### src/rtl/td4_pkg.sv
// td4_pkg: shared widths, opcode encodings, ALU source select and
// destination load-enable bit positions for the TD4 execution core.
package td4_pkg;

    localparam int unsigned DW = 4;          // datapath width
    localparam int unsigned IW = 8;          // instruction word width
    localparam int unsigned RW = DW + 1;     // ALU result width (with carry)

    // Opcodes (instruction bits [7:4])
    localparam logic [3:0] OP_ADD_A    = 4'b0000;
    localparam logic [3:0] OP_MOV_A_B  = 4'b0001;
    localparam logic [3:0] OP_IN_A     = 4'b0010;
    localparam logic [3:0] OP_MOV_A_IM = 4'b0011;
    localparam logic [3:0] OP_MOV_B_A  = 4'b0100;
    localparam logic [3:0] OP_ADD_B    = 4'b0101;
    localparam logic [3:0] OP_IN_B     = 4'b0110;
    localparam logic [3:0] OP_MOV_B_IM = 4'b0111;
    localparam logic [3:0] OP_OUT_B    = 4'b1001;
    localparam logic [3:0] OP_OUT_IM   = 4'b1011;
    localparam logic [3:0] OP_JNC      = 4'b1110;
    localparam logic [3:0] OP_JMP      = 4'b1111;

    // ALU left-operand select
    typedef enum logic [1:0] {
        SRC_A    = 2'd0,
        SRC_B    = 2'd1,
        SRC_IN   = 2'd2,
        SRC_ZERO = 2'd3
    } src_sel_e;

    // Destination load-enable bit positions
    localparam int unsigned LD_A   = 0;
    localparam int unsigned LD_B   = 1;
    localparam int unsigned LD_OUT = 2;
    localparam int unsigned LD_PC  = 3;
    localparam int unsigned LD_W   = 4;

endpackage

### src/rtl/td4_alu.sv
// td4_alu: combinational 4-bit adder, src + im.
// Ports: src, im (operands); sum_c (low 4 bits); cout_c (carry out).
module td4_alu
    import td4_pkg::*;
(
    input  logic [DW-1:0] src,
    input  logic [DW-1:0] im,
    output logic [DW-1:0] sum_c,
    output logic          cout_c
);

    logic [RW-1:0] res;

    assign res    = RW'(src) + RW'(im);
    assign sum_c  = res[DW-1:0];
    assign cout_c = res[DW];

endmodule

### src/rtl/td4_core.sv
// td4_core: TD4-class 4-bit CPU execution core. Fetches from a combinational
// 16x8 ROM, executes one instruction per enabled clock edge.
// Ports:
//   clk, rst_n        clock, async active-low reset
//   step_en           execute the current instruction on this edge
//   rom_adr [3:0]     instruction address (the PC register)
//   rom_data[7:0]     instruction word: [7:4] opcode, [3:0] immediate
//   in_port [3:0]     asynchronous external input
//   out_port[3:0]     output port latch
//   carry             carry flag
//   reg_a, reg_b      general registers (debug view)
module td4_core
    import td4_pkg::*;
#(
    parameter logic [3:0]  RESET_PC = 4'h0,
    parameter int unsigned IN_SYNC  = 2
) (
    input  logic          clk,
    input  logic          rst_n,
    input  logic          step_en,
    output logic [DW-1:0] rom_adr,
    input  logic [IW-1:0] rom_data,
    input  logic [DW-1:0] in_port,
    output logic [DW-1:0] out_port,
    output logic          carry,
    output logic [DW-1:0] reg_a,
    output logic [DW-1:0] reg_b
);

    logic [DW-1:0] pc_q;
    logic [DW-1:0] in_sync;
    logic [3:0]    opcode;
    logic [DW-1:0] im;
    src_sel_e      src_sel;
    logic [LD_W-1:0] ld;
    logic [DW-1:0] alu_src;
    logic [DW-1:0] sum;
    logic          cout;

    assign rom_adr = pc_q;

    // Input synchroniser chain; free-running, independent of step_en.
    generate
        if (IN_SYNC == 0) begin : g_nosync
            assign in_sync = in_port;
        end else begin : g_sync
            logic [DW-1:0] sync_q [IN_SYNC];

            always_ff @(posedge clk or negedge rst_n) begin
                if (!rst_n) begin
                    for (int i = 0; i < int'(IN_SYNC); i++) begin
                        sync_q[i] <= '0;
                    end
                end else begin
                    sync_q[0] <= in_port;
                    for (int i = 1; i < int'(IN_SYNC); i++) begin
                        sync_q[i] <= sync_q[i-1];
                    end
                end
            end

            assign in_sync = sync_q[IN_SYNC-1];
        end
    endgenerate

    // Decode: ALU source and destination load enables.
    always_comb begin
        opcode  = rom_data[7:4];
        im      = rom_data[3:0];
        src_sel = SRC_ZERO;
        ld      = '0;
        case (opcode)
            OP_ADD_A:    begin src_sel = SRC_A;    ld[LD_A]   = 1'b1; end
            OP_ADD_B:    begin src_sel = SRC_B;    ld[LD_B]   = 1'b1; end
            OP_MOV_A_IM: begin src_sel = SRC_ZERO; ld[LD_A]   = 1'b1; end
            OP_MOV_B_IM: begin src_sel = SRC_ZERO; ld[LD_B]   = 1'b1; end
            OP_MOV_A_B:  begin src_sel = SRC_B;    ld[LD_A]   = 1'b1; end
            OP_MOV_B_A:  begin src_sel = SRC_A;    ld[LD_B]   = 1'b1; end
            OP_IN_A:     begin src_sel = SRC_IN;   ld[LD_A]   = 1'b1; end
            OP_IN_B:     begin src_sel = SRC_IN;   ld[LD_B]   = 1'b1; end
            OP_OUT_B:    begin src_sel = SRC_B;    ld[LD_OUT] = 1'b1; end
            OP_OUT_IM:   begin src_sel = SRC_ZERO; ld[LD_OUT] = 1'b1; end
            OP_JMP:      begin src_sel = SRC_ZERO; ld[LD_PC]  = 1'b1; end
            // JNC looks at the registered carry from the previous instruction.
            OP_JNC:      begin src_sel = SRC_ZERO; ld[LD_PC]  = ~carry; end
            default:     begin src_sel = SRC_ZERO; ld = '0; end
        endcase
    end

    // ALU operand mux.
    always_comb begin
        alu_src = '0;
        case (src_sel)
            SRC_A:    alu_src = reg_a;
            SRC_B:    alu_src = reg_b;
            SRC_IN:   alu_src = in_sync;
            SRC_ZERO: alu_src = '0;
            default:  alu_src = '0;
        endcase
    end

    td4_alu u_alu (
        .src    (alu_src),
        .im     (im),
        .sum_c  (sum),
        .cout_c (cout)
    );

    // Architectural state; everything holds when step_en is low.
    always_ff @(posedge clk or negedge rst_n) begin
        if (!rst_n) begin
            pc_q     <= RESET_PC;
            reg_a    <= '0;
            reg_b    <= '0;
            out_port <= '0;
            carry    <= 1'b0;
        end else if (step_en) begin
            carry <= cout;
            pc_q  <= ld[LD_PC] ? sum : DW'(pc_q + DW'(1));
            if (ld[LD_A])   reg_a    <= sum;
            if (ld[LD_B])   reg_b    <= sum;
            if (ld[LD_OUT]) out_port <= sum;
        end
    end

endmodule

### config.mk
export PLATFORM = sky130hd
export DESIGN_NAME = td4_core
export DESIGN_NICKNAME = d
export VERILOG_FILES = /design/src/rtl/td4_pkg.sv /design/src/rtl/td4_alu.sv /design/src/rtl/td4_core.sv
export SDC_FILE = /design/constraint.sdc
export NUM_CORES = 1
export LEC_CHECK = 0
export ABC_AREA = 1
export CORE_UTILIZATION = 40
export DETAILED_ROUTE_END_ITERATION = 10
export GPL_TIMING_DRIVEN = 0
export PLACE_DENSITY = 0.68
export SLEW_MARGIN = 0
export SYNTH_ARGS = -nofsm -noshare
export SYNTH_HDL_FRONTEND = slang
export SYNTH_SLANG_ARGS = --single-unit
export TNS_END_PERCENT = 1
### constraint.sdc
create_clock -name clk -period 5.1 [get_ports clk]
set_input_delay 1.02 -clock clk [delete_from_list [all_inputs] [get_ports clk]]
set_output_delay 1.02 -clock clk [all_outputs]
set_load 0.05 [all_outputs]
* Word-level counts from Yosys, hierarchy flattened *
Cells that the tools add are included.

operators by class
  add/subtract/negate cells = 2
  equality and inequality tests = 14
  muxes and demuxes = 7
  bitwise gates (word level) = 1
  reductions and logical operators = 11

operators by type and width
  operator               count
  $eq A4 B3 Y1 const B   4
  $eq A4 B4 Y1 const B   4
  $pmux W4 S4            1
  $eq A4 B2 Y1 const B   2
  $reduce_or A4 Y1       2
  $pmux W2 S3            1
  $reduce_and A2 Y1      3
  $reduce_or A2 Y1       3
  $add A4 B4 Y5          1
  $add A4 B1 Y4 const B  1
  $eq A2 B2 Y1 const B   2
  $eq A4 B1 Y1 const B   1
  $logic_not A4 Y1       1
  $mux W4                1
  $mux W1                3
  $reduce_or A3 Y1       1
  $eq A2 B1 Y1 const B   1
  $logic_not A2 Y1       1
  $pmux W1 S2            1
  $not A1 Y1             1

storage, ports and cells
  register bits after elaboration = 25
  input port bits = 15
  output and inout port bits = 17

* Longest topological paths before layout *
Gate-level depths: netlist (run 1).

  word-level depth = 7
  gate-level depth with buffers = 15
  depth with buffers taken out = 15

* Modules after synthesis *
A second synthesis (run 1) with hierarchy kept.

second synthesis, totals
  cells, all modules = 145
  area, all modules = 1224.9 µm²

by module, submodules not included
  module    times used  cells an instance  area an instance (µm²)  seq. area each (µm²)
  td4_core  1           120                1067.3                  625.6
  td4_alu   1           25                 157.7                   0.0

* Least setup slack after synthesis (run 1) *
Ideal clock, no wire load.

  kind = input to register
  from = in rom_data[7]
  to = reg out_port[2]
  library setup time = 0.084 ns
  data arrival time = 2.514 ns
  data required time = 5.016 ns
  path slack = 2.502 ns
  stages = 11
  path buffers = 0
  cell sequence = nand2_2 inv_2 nor3_2 nand2_1 a21oi_1 ha_1 inv_1 fa_1 xnor2_1 inv_1 o21ai_0

between the ends
  longest elaborated chain between the ends = 6
  elaborated cells on any way between the ends = 21
  those cells by class = add/sub (1); eq/ne (10); mux (3); reduce/logical (7)

RTL lines
  element                                                                RTL line         source
  start: declaration                                                     td4_core.sv:22   input logic [IW-1:0] rom_data,
  $eq A4 B3 Y1, or another cell as far along                             td4_core.sv:72   case (opcode)
  $reduce_or A3 Y1 (no source line) or $reduce_or A2 Y1 (tied branches)  n/a
  $pmux W2 S3                                                            td4_core.sv:72
  $eq A2 B2 Y1, or another cell as far along                             td4_core.sv:93   case (src_sel)
  $pmux W4 S4                                                            td4_core.sv:93
  $add A4 B4 Y5                                                          td4_alu.sv:14    assign res = RW'(src) + RW'(im);
  end signal: assignment                                                 td4_core.sv:122  if (ld[LD_OUT]) out_port <= sum;
  end: declaration                                                       td4_core.sv:24   output logic [DW-1:0] out_port,

Several ways; a longest one is shown, not always the timed one.
A chain may end at the register's enable or synchronous reset.

* Worst setup path in the final report (run 1) *
  from = in rom_data[7]
  to = reg reg_b[2]

between the ends
  longest elaborated chain between the ends = 6
  elaborated cells on any way between the ends = 21
  those cells by class = add/sub (1); eq/ne (10); mux (3); reduce/logical (7)

RTL lines
  element                                                                RTL line         source
  $eq A4 B3 Y1, or another cell as far along                             td4_core.sv:72
  $reduce_or A3 Y1 (no source line) or $reduce_or A2 Y1 (tied branches)  n/a
  $pmux W2 S3                                                            td4_core.sv:72
  $eq A2 B2 Y1, or another cell as far along                             td4_core.sv:93
  $pmux W4 S4                                                            td4_core.sv:93
  $add A4 B4 Y5                                                          td4_alu.sv:14
  end signal: assignment                                                 td4_core.sv:121  if (ld[LD_B]) reg_b <= sum;
  end: declaration                                                       td4_core.sv:27   output logic [DW-1:0] reg_b

Several ways; a longest one is shown, not always the timed one.

==> results.cfg, run 1 <==
[outcome]
outcome = finished with violations
violations = design-rule violations

[critical_path]
slowest_delay_ps = 550
setup.worst_path.end_class = flop
worst_path_max_delay_cell = clkdlybuf4s50_1
reg2reg_depth = 8
cp_cell_sequence = clkdlybuf4s50_1, nor2_1, o21ai_0, a21oi_1, ha_1, inv_1, fa_1, xnor2_1, inv_1, o21ai_0
path_depth = 10
crit_family = buffers and inverters
worst_ep_required_time_ps = 5340
start_kind = input pin
path_max_fanout = 7
worst_ep_arrival_time_ps = 3510
worst-path-buf-inv = 3
crit_type = input pin to flop

[cts]
numCtsBuffers = 3
clockRootBuffer = clkbuf_4
insertion_delay_ps = 310
cts_resized = 0
hold_buffers = 0
cts_sinks = 25
cts_max_path_buffers = 2
cts.htree.levels = 1
cts_tree = yes
cts.clk_slew.worst_paths_ps = 140
post_cts_buffers = 0

[power_and_ir_drop]
ir_worst_vdd_mv = 0.224
total_power_mw = 0.657
p_leak_nw = 0.754
powerDensity_nw_per_um2 = 414

[logic_synthesis]
synthMuxAreaShare = 0
synth_top_cell_by_area = dfrtp_1
yosysWarnings = 0
synth-xor-area-share = 0.00717
synth.avg_cell_area_um2 = 8.60
yosysSeqAreaShare = 0.512
synthAdderAreaFrac = 0.0676
synth_top_family_by_area = simple AND/OR/NAND/NOR gates
syn-num-nets = 163
netlist-cell-type-count = 21
synth-simple-area-share = 0.250
syn-cell-area_um2 = 1220
synth_compound_area_frac = 0.110
syn_inst = 142
ys_ff_latch = 25
yosys.area.top_type_share = 0.512
synth_area_leaders = dfrtp_1 51%, nand2_1 13%, o21ai_0 7.4%

[global_route]
grt_usage = 0.190
antenna_found_initial = 0
grt_pass1_wl_um = 4720
first_global_vias = 1024
overflow = 0
grt_max_degree = 26

[floorplanning]
core_area_um2 = 2830
ioPinCount = 32
dieArea_um2 = 3280
die_h_um = 57.3
rows = 19
start_util = 0.432
die_x_um = 57.3

[drt]
routed-via-count = 1051
drtPass1Iterations = 7
drt_iter0_drc = 25
wl_um = 2780
avgViaCountPerCell = 5.08
antenna_left = 0
drc = 1
wl_per_cell_um = 13.4

[timing]
slew_violations = 0
fin_setup_tns_ps = 0
slew-limit-headroom = 0.267
tightest_slew_ps = 1100
rsz0062_at_grt = no
hold_ws_ps = 362
period_minus_slack_ps = 3270
fin_crit_sh = 0.641
fmaxAchievable_mhz = 306
finClkSkew_ps = 7.45
finalSetupViolCount = 0
hold_viol = 0

[cells_and_area]
syn2layout_area_growth_pct = 30.0
drive_gt1_frac = 0.0909
regArea_um2 = 626
fillCellCount = 266
multi_input_area_um2 = 531
diodes = 0
layout_common_cells = 43 x nand2_1, 30 x clkdlybuf4s50_1, 25 x dfrtp_1
fin_util = 0.561
final_nets = 198
layout_commonest_cell = nand2_1
finalNonFillerCells = 207

[hold_path]
hold_class = flop to flop
hold_depth = 0

[flow_run]
drv_cap = 0

[placement]
dp_hpwl_um = 2120
io_buffers = 30
gp_congestion = 0.845
dp_cells = 203
path summary, 6_finish.rpt:
kind | from | slack, ps | endpoint
max | rom_data[7] | 1830 | reg_b[2]$_DFFE_PN0P_
min | g_sync.sync_q[5]$_DFF_PN0_ | 360 | in_sync[1]$_DFF_PN0_
max reg2reg | in_sync[0]$_DFF_PN0_ | 3120 | reg_b[2]$_DFFE_PN0P_
min reg2reg | g_sync.sync_q[5]$_DFF_PN0_ | 360 | in_sync[1]$_DFF_PN0_
max in group asynchronous | rst_n | 3170 | reg_b[1]$_DFFE_PN0P_
min in group asynchronous | rst_n | 1280 | reg_b[2]$_DFFE_PN0P_
through the flow:
stage,setup slack (ps),area (µm²)
after floorplan,2500,1220
after global placement,1600,1560
after detailed placement,1550,1560
after CTS,1860,1590
after global routing,1660,1590
final,1830,1590
logic make-up (layout without fill, tap and decap cells):
kind of cell | Yosys count | in the layout
and+or+nand+nor | 67 | 67
DFF | 25 | 25
AOI/OAI and AO/OA | 26 | 26
buffers and inverters | 17 | 51
adders and majority gates | 6 | 6
xor gates and xnor gates | 1 | 1
flip-flops by register name, summed over array words and instances, names as in the netlist:
name,count
rom_adr,4
carry,1
out_port,4
reg_b,4
in_sync,4
g_sync.sync_q,4
reg_a,4
Yosys cell counts, drive strengths merged:
cell type,n
nor2,5
o21ai,20
nand2,47
inv,16
nand3,8
nor4,3
xnor2,1
or2,1
fa,1
a21oi,6
dfrtp,25
nand4,2
ha,5
buf,1
nor3,1
final cells by class:
cell class,count,area share
Sequential cell,25,0.394
Multi-Input combinational cell,100,0.334
Timing Repair Buffer,30,0.189
Inverter,16,0.0378
Tap cell,31,0.0244
Clock buffer,3,0.0142
Clock inverter,1,0.00315
Buffer,1,0.00315
per-layer routing:
layer,part of all wire,global-route usage,up-vias
met4,0.0086,0.0523,0
met1,0.48,0.257,495
met2,0.49,0.319,21
met5,0,0,-
li1,-,-,533
met3,0.025,0.0272,2
power by group:
group	switching (mW)	leakage (nW)	internal, mW	total (mW)
logic	0.199	0.431	0.102	0.301
clock network	0.0581	0.0177	0.0293	0.0873
registers	0.0340	0.306	0.235	0.269
(Power assumes the default switching activity.)
==> inputs of run 2 (changes only) <==
--- a/config.mk
+++ b/config.mk
@@ -9,7 +9,7 @@
 export CORE_UTILIZATION = 40
 export DETAILED_ROUTE_END_ITERATION = 10
 export GPL_TIMING_DRIVEN = 0
-export PLACE_DENSITY = 0.68
+export PLACE_DENSITY = 0.7
 export SLEW_MARGIN = 0
 export SYNTH_ARGS = -nofsm -noshare
 export SYNTH_HDL_FRONTEND = slang
==> constraint.sdc (replaced) <==
create_clock -name clk -period 2.99 [get_ports clk]
set_input_delay 0.598 -clock clk [delete_from_list [all_inputs] [get_ports clk]]
set_output_delay 0.598 -clock clk [all_outputs]
set_load 0.05 [all_outputs]
==> results.cfg, run 2 (same netlist as run 1, synthesis figures left out) <==
[hold_path]
hold_class = flop to flop
hold_end = in_sync[3]$_DFF_PN0_
hold_depth = 0
min_from = g_sync.sync_q[7]$_DFF_PN0_

[critical_path]
setup.worst_path.end_class = flop
r2r-end = reg_a[3]$_DFFE_PN0P_
start_kind = input pin
crit_family = buffers and inverters
path_max_fanout = 7
worst_ep_arrival_time_ps = 2980
path_depth = 12
reg2reg_depth = 7
worst-path-buf-inv = 4
worst_path_max_delay_cell = clkdlybuf4s50_1
path_common_cell = inv_1
worst_r2r_startpoint = reg_a[2]$_DFFE_PN0P_
reg2reg_slack_ps = 1100
cp_cell_sequence = clkdlybuf4s50_1, nand2_2, inv_2, nor3_2, nand2_1, a21oi_1, ha_1, inv_1, fa_1, xnor2_1, inv_1, o21ai_0
worst_ep_required_time_ps = 3240
slowest_delay_ps = 530
crit_type = input pin to flop

[drt]
wl_um = 2740
wl_per_cell_um = 13.3
drt_iter0_drc = 31
antenna_left = 0
avgViaCountPerCell = 5.13
drc = 2
drtPass1Iterations = 7
routed-via-count = 1061

[cts]
hold_buffers = 0
cts_tree = yes
post_cts_buffers = 0
cts_sinks = 25
insertion_delay_ps = 330
clockRootBuffer = clkbuf_4
numCtsBuffers = 3
cts_max_path_buffers = 2
cts.clk_slew.worst_paths_ps = 140
cts_resized = 0
cts.htree.levels = 1

[global_route]
overflow = 0
antenna_found_initial = 0
grt_max_degree = 26
first_global_vias = 1019
grt_pass1_wl_um = 4600
grt_usage = 0.183

[timing]
hold_ws_ps = 365
slew_violations = 0
period_minus_slack_ps = 2730
slew-limit-headroom = 0.275
fmaxAchievable_mhz = 367
fin_crit_sh = 0.912
rsz0062_at_grt = no
setup_ws_ps = 264
finalSetupViolCount = 0
finClkSkew_ps = 2.74
hold_viol = 0
tightest_slew_ps = 1080

[floorplanning]
start_util = 0.432
die_x_um = 57.3
die_h_um = 57.3
ioPinCount = 32
rows = 19
core_area_um2 = 2830
dieArea_um2 = 3280

[cells_and_area]
regArea_um2 = 626
final_nets = 198
layout_common_cells = 43 x nand2_1, 30 x clkdlybuf4s50_1, 25 x dfrtp_1
drive_gt1_frac = 0.0909
diodes = 0
layout_commonest_cell = nand2_1
final_area_um2 = 1590
multi_input_area_um2 = 531
syn2layout_area_growth_pct = 30.2
finalNonFillerCells = 207
fillCellCount = 263

[power_and_ir_drop]
ir_worst_vdd_mv = 0.414
total_power_mw = 1.13
powerDensity_nw_per_um2 = 712
p_leak_nw = 0.751

[placement]
dp_hpwl_um = 2080
placed_cell_area_um2 = 1560
dp_cells = 203
preCtsSetupSlack_ps = -13.1
io_buffers = 30
gp_congestion = 0.879

[flow_run]
drv_cap = 0

[outcome]
violations = design-rule violations
outcome = finished with violations
-- run 2: how the worst max path moves through the flow --
stage                            from                      end
final                     rom_data[7]  out_port[2]$_DFFE_PN0P_
after global routing      rom_data[7]  out_port[2]$_DFFE_PN0P_
after CTS                 rom_data[7]  out_port[2]$_DFFE_PN0P_
after detailed placement  rom_data[7]  out_port[2]$_DFFE_PN0P_
after global placement    rom_data[7]  out_port[2]$_DFFE_PN0P_
after floorplan           rom_data[7]  out_port[2]$_DFFE_PN0P_
-- run 2: layout make-up --
cell class                      instances  area share
Buffer                                  1     0.00315
Clock buffer                            3      0.0142
Clock inverter                          1     0.00472
Inverter                               16      0.0378
Multi-Input combinational cell        100       0.334
Sequential cell                        25       0.393
Tap cell                               31      0.0244
Timing Repair Buffer                   30       0.189
-- run 2: routing by layer --
metal  vias to the layer above  part of all wire  GRT usage
met4                         0             0.015     0.0871
met5                         -                 0          0
li1                        534                 -          -
met2                        28              0.46      0.286
met1                       494              0.46      0.244
met3                         5             0.062     0.0408
-- run 2: through the flow --
stage                     utilization  setup TNS, ps
after floorplan                     -              0
after global placement          0.552          -68.9
after detailed placement        0.552          -13.1
after CTS                       0.562              0
after global routing            0.562              0
final                           0.562              0
-- run 2: power by group --
part	internal, mW	switching (mW)
clock	0.0513	0.107
sequential	0.400	0.0574
combinational	0.175	0.342
==> inputs of run 3 (changes only) <==
--- a/config.mk
+++ b/config.mk
@@ -6,10 +6,12 @@
 export NUM_CORES = 1
 export LEC_CHECK = 0
 export ABC_AREA = 1
-export CORE_UTILIZATION = 40
+export CELL_PAD_IN_SITES_DETAIL_PLACEMENT = 1
+export CELL_PAD_IN_SITES_GLOBAL_PLACEMENT = 2
+export CORE_UTILIZATION = 25
 export DETAILED_ROUTE_END_ITERATION = 10
 export GPL_TIMING_DRIVEN = 0
-export PLACE_DENSITY = 0.7
+export PLACE_DENSITY_LB_ADDON = 0.1
 export SLEW_MARGIN = 0
 export SYNTH_ARGS = -nofsm -noshare
 export SYNTH_HDL_FRONTEND = slang
==> results.cfg, run 3 (same netlist as run 1, synthesis figures left out) <==
[outcome]
outcome = finished clean

[critical_path]
reg2reg_slack_ps = 1070
crit_family = buffers and inverters
cp_cell_sequence = clkdlybuf4s50_1, nor3_2, nand2_1, a21oi_1, ha_1, inv_1, fa_1, xnor2_2, inv_1, o21ai_0
worst-path-buf-inv = 3
path_common_cell = inv_1
slowest_delay_ps = 570
start_kind = input pin
worst_ep_arrival_time_ps = 2930
crit_type = input pin to flop
worst_path_max_delay_cell = clkdlybuf4s50_1
path_max_fanout = 7
worst_ep_required_time_ps = 3180
setup.worst_path.end_class = flop

[drt]
wl_um = 3260
drc = 0
antenna_left = 0
wl_per_cell_um = 13.4
routed-via-count = 1048
drtPass1Iterations = 3
avgViaCountPerCell = 4.31
drt_iter0_drc = 14

[cts]
hold_buffers = 0
cts_max_path_buffers = 2
clockRootBuffer = clkbuf_8
numCtsBuffers = 3
cts_sinks = 25
cts_tree = yes
insertion_delay_ps = 270
cts.htree.levels = 1
post_cts_buffers = 0
cts.clk_slew.worst_paths_ps = 100

[timing]
fmaxAchievable_mhz = 365
finalSetupViolCount = 0
fin_crit_sh = 0.917
hold_viol = 0
tightest_slew_ps = 1170
rsz0062_at_grt = no
slew-limit-headroom = 0.219
period_minus_slack_ps = 2740
slew_violations = 0
finClkSkew_ps = 7.72

[cells_and_area]
final_nets = 198
diodes = 0
regArea_um2 = 626
drive_gt1_frac = 0.0966
layout_common_cells = 43 x nand2_1, 28 x clkdlybuf4s50_1, 25 x dfrtp_1
fillCellCount = 566
syn2layout_area_growth_pct = 36.5
layout_commonest_cell = nand2_1
finalNonFillerCells = 243
multi_input_area_um2 = 538

[global_route]
grt_usage = 0.139
antenna_found_initial = 0
grt_max_degree = 26
grt_pass1_wl_um = 5480
first_global_vias = 1100
overflow = 0

[flow_run]
drv_cap = 0

[floorplanning]
start_util = 0.259
core_area_um2 = 4720
ioPinCount = 32
rows = 25
die_x_um = 71.9
die_h_um = 71.9
dieArea_um2 = 5170

[power_and_ir_drop]
p_leak_nw = 0.783
ir_worst_vdd_mv = 0.221
total_power_mw = 1.20
powerDensity_nw_per_um2 = 717

[placement]
dp_hpwl_um = 2520
dp_cells = 239
gp_congestion = 0.714
io_buffers = 30

[hold_path]
hold_class = flop to flop
## run 3: changes by cell type in the layout (fill, tap and decap cells not counted), sizes merged
cell	before	now
clkdlybuf4s50	30	28
dlymetal6s2s	0	2
## run 3: per-stage QoR
stage / setup WS, ps / utilization / TNS [ps] / area [µm²] / hold WS (ps)
3_5_place_dp: -182 / 0.340 / -739 / 1610 / 339
5_1_grt: 87.8 / 0.353 / 0 / 1670 / 372
6_report: 249 / 0.353 / 0 / 1670 / 362
3_3_place_gp: -215 / 0.340 / -953 / 1610 / 334
4_1_cts: 67.6 / 0.350 / 0 / 1650 / 364
2_1_floorplan: 814 / - / 0 / 1220 / 302
## run 3: worst register-to-register path, stage by stage, from the launching register on
cell	delay, ps
dfrtp_1	400
nand2_1	80
a21oi_1	150
ha_1	210
inv_1	60
fa_1	420
xnor2_2	240
inv_1	110
o21ai_0	150
## run 3: routing by layer
layer	track usage	routed length (µm)	vias up
met5	0	0	-
li1	-	-	529
met2	0.224	1500	15
met1	0.198	1660	502
met4	0.0392	25	0
met3	0.0167	70	2
## run 3: final timing paths
kind,start,endpoint,cells after the start
setup / recovery,rom_data[5],out_port[2]$_DFFE_PN0P_,10
hold / removal,g_sync.sync_q[5]$_DFF_PN0_,in_sync[1]$_DFF_PN0_,0
setup reg to reg,reg_b[0]$_DFFE_PN0P_,out_port[2]$_DFFE_PN0P_,8
hold reg to reg,g_sync.sync_q[5]$_DFF_PN0_,in_sync[1]$_DFF_PN0_,0
max in group asynchronous,rst_n,rom_adr[1]$_DFFE_PN0P_,1
min in group asynchronous,rst_n,g_sync.sync_q[4]$_DFF_PN0_,1
## run 3: area by class of cell
class / count / area share
well taps: 67 / 0.0503
multi-input cells: 100 / 0.323
clock inverters: 1 / 0.00450
clock buffers: 3 / 0.0248
flip-flops and latches: 25 / 0.375
inverters: 16 / 0.0360
plain buffers: 1 / 0.00300
repair buffers: 30 / 0.183
## run 3: repair_timing
| item | 4_1_cts | 5_1_grt |
|---|---|---|
| setup endpoints to repair | 0 | 4 |
| gates resized for setup | 0 | 3 |
| endpoints found under the hold margin | 0 | 0 |
## run 3: report_power, final
part / internal [mW] / switching (mW) / total [mW]
clock: 0.0946 / 0.121 / 0.216
sequential: 0.401 / 0.0597 / 0.460
combinational: 0.177 / 0.342 / 0.519
==> variant, RTL diff (config.mk and constraints of run 2) <==
Put one more register stage on the output `reg_a`, cleared by the reset. The value now appears one clock later. The other outputs are not delayed to match.
--- a/src/rtl/td4_core.sv
+++ b/src/rtl/td4_core.sv
@@ -27,4 +27,6 @@
     output logic [DW-1:0] reg_b
 );
+
+    logic [DW-1:0] reg_a_s0;
 
     logic [DW-1:0] pc_q;
@@ -92,5 +94,5 @@
         alu_src = '0;
         case (src_sel)
-            SRC_A:    alu_src = reg_a;
+            SRC_A:    alu_src = reg_a_s0;
             SRC_B:    alu_src = reg_b;
             SRC_IN:   alu_src = in_sync;
@@ -111,5 +113,5 @@
         if (!rst_n) begin
             pc_q     <= RESET_PC;
-            reg_a    <= '0;
+            reg_a_s0 <= '0;
             reg_b    <= '0;
             out_port <= '0;
@@ -118,5 +120,5 @@
             carry <= cout;
             pc_q  <= ld[LD_PC] ? sum : DW'(pc_q + DW'(1));
-            if (ld[LD_A])   reg_a    <= sum;
+            if (ld[LD_A])   reg_a_s0 <= sum;
             if (ld[LD_B])   reg_b    <= sum;
             if (ld[LD_OUT]) out_port <= sum;
@@ -124,4 +126,12 @@
     end
 
+    always_ff @(posedge clk or negedge rst_n) begin
+        if (!rst_n) begin
+            reg_a <= '0;
+        end else begin
+            reg_a <= reg_a_s0;
+        end
+    end
+
 endmodule
 
Function: changed (Yosys sat finds a counterexample within 4 cycles, from zero or initial values and one cycle with rst_n low).
==> variant against run 2 <==
Area after synthesis rose by 8.9%; cell count rose by 7.7%; setup slack got worse by 0.085 ns; final area rose by 11%; routed wire length rose by 2.4%; sequential cell count rose by 4; synthesized cell count did not move; total power rose by 21%; largest cell class unchanged; largest power group unchanged.
==> variant: results (changes against run 2) <==
* Run status: completed (was complete, but fails checks)
* Netlist cell types at 23 (was 21)
* Half-perimeter wire length after placement at 2.10 mm (was 2.08 mm)
* Clock network share of area at 0.0412 (was 0.0189)
* Dominant cells by area after synthesis: dfrtp_1 (55%), nand2_1 (12%), ha_1 (4.7%) (was dfrtp_1 (51%), nand2_1 (13%), o21ai_0 (7.4%))
* Seq/Total Area, Yosys at 0.546 (was 0.512)
* Clock sink count at 29 (was 25)
* Mapped Area at 1330 sq um (was 1220 sq um)
* Via density at 4.96 (was 5.13)
* Initial DRC count at 59 (was 31)
* Via count at 1107 (was 1061)
* Average wire per standard cell at 12.6 microns (was 13.3 microns)
* H-tree Lvls at 2 (was 1)
* Design Power at 1.36 mW (was 1.13 mW)
* Largest net degree at the start of global routing at 30 (was 26)
* Inverters at 12 (was 16)
* Sequential portion of the cell area at 0.412 (was 0.393)
* Syn_area_per_cell at 9.37 sq um (was 8.60 sq um)
* RD Place Congestion at 0.969 (was 0.879)
* Total leakage power at 0.819 nW (was 0.751 nW)
* Placed Instances at 216 (was 203)
* Met3 usage at 0.0909 (was 0.0408)
* Crit-path max cell delay at 0.63 ns (was 0.53 ns)
* DP Worst Slack at -0.219 ns (was -0.0131 ns)
* Worst hold path class: in -> async (was reg -> reg)
* XOR/XNOR share of the synthesized area at 0.0132 (was 0.00717)
* Worst-Margin Slew at 0.623 ns (was 1.08 ns)
* Placed inst area at 1690 sq um (was 1560 sq um)
* Wire length on met2 at 1.36 mm (was 1.28 mm)
* Crit Path Max Fanout at 6 (was 7)
* Worst Path Arrival at 3.03 ns (was 2.98 ns)
* WL met3 at 212 microns (was 169 microns)
* Post-synthesis compound-gate area fraction at 0.0969 (was 0.110)
* Peak VDD IR at 0.000296 V (was 0.000414 V)
* Worst Skew at 0.0140 ns (was 0.00274 ns)
* Non-clock buffer share at 0.171 (was 0.192)
==> variant: worst paths after layout <==
path | slack [ns] | cells past startpoint | end | from
setup / recovery | 0.18 | 12 | rom_adr[2] | rom_data[4]
hold / removal | 0.27 | 1 | in_sync[1] | rst_n
setup reg to reg | 1.06 | 9 | rom_adr[2] | reg_a_s0[0]
hold reg to reg | 0.34 | 0 | in_sync[1] | g_sync.sync_q[5]
max in group asynchronous | 2.30 | 1 | out_port[3] | rst_n
min in group clk | 0.34 | 0 | in_sync[1] | g_sync.sync_q[5]
==> variant: where the power goes <==
group / leakage, nW / switching [mW] / total (mW) / internal (mW)
combinational: 0.423 / 0.351 / 0.536 / 0.185
clock: 0.0410 / 0.130 / 0.300 / 0.170
sequential: 0.355 / 0.0602 / 0.528 / 0.468
total: 0.819 / 0.542 / 1.36 / 0.823
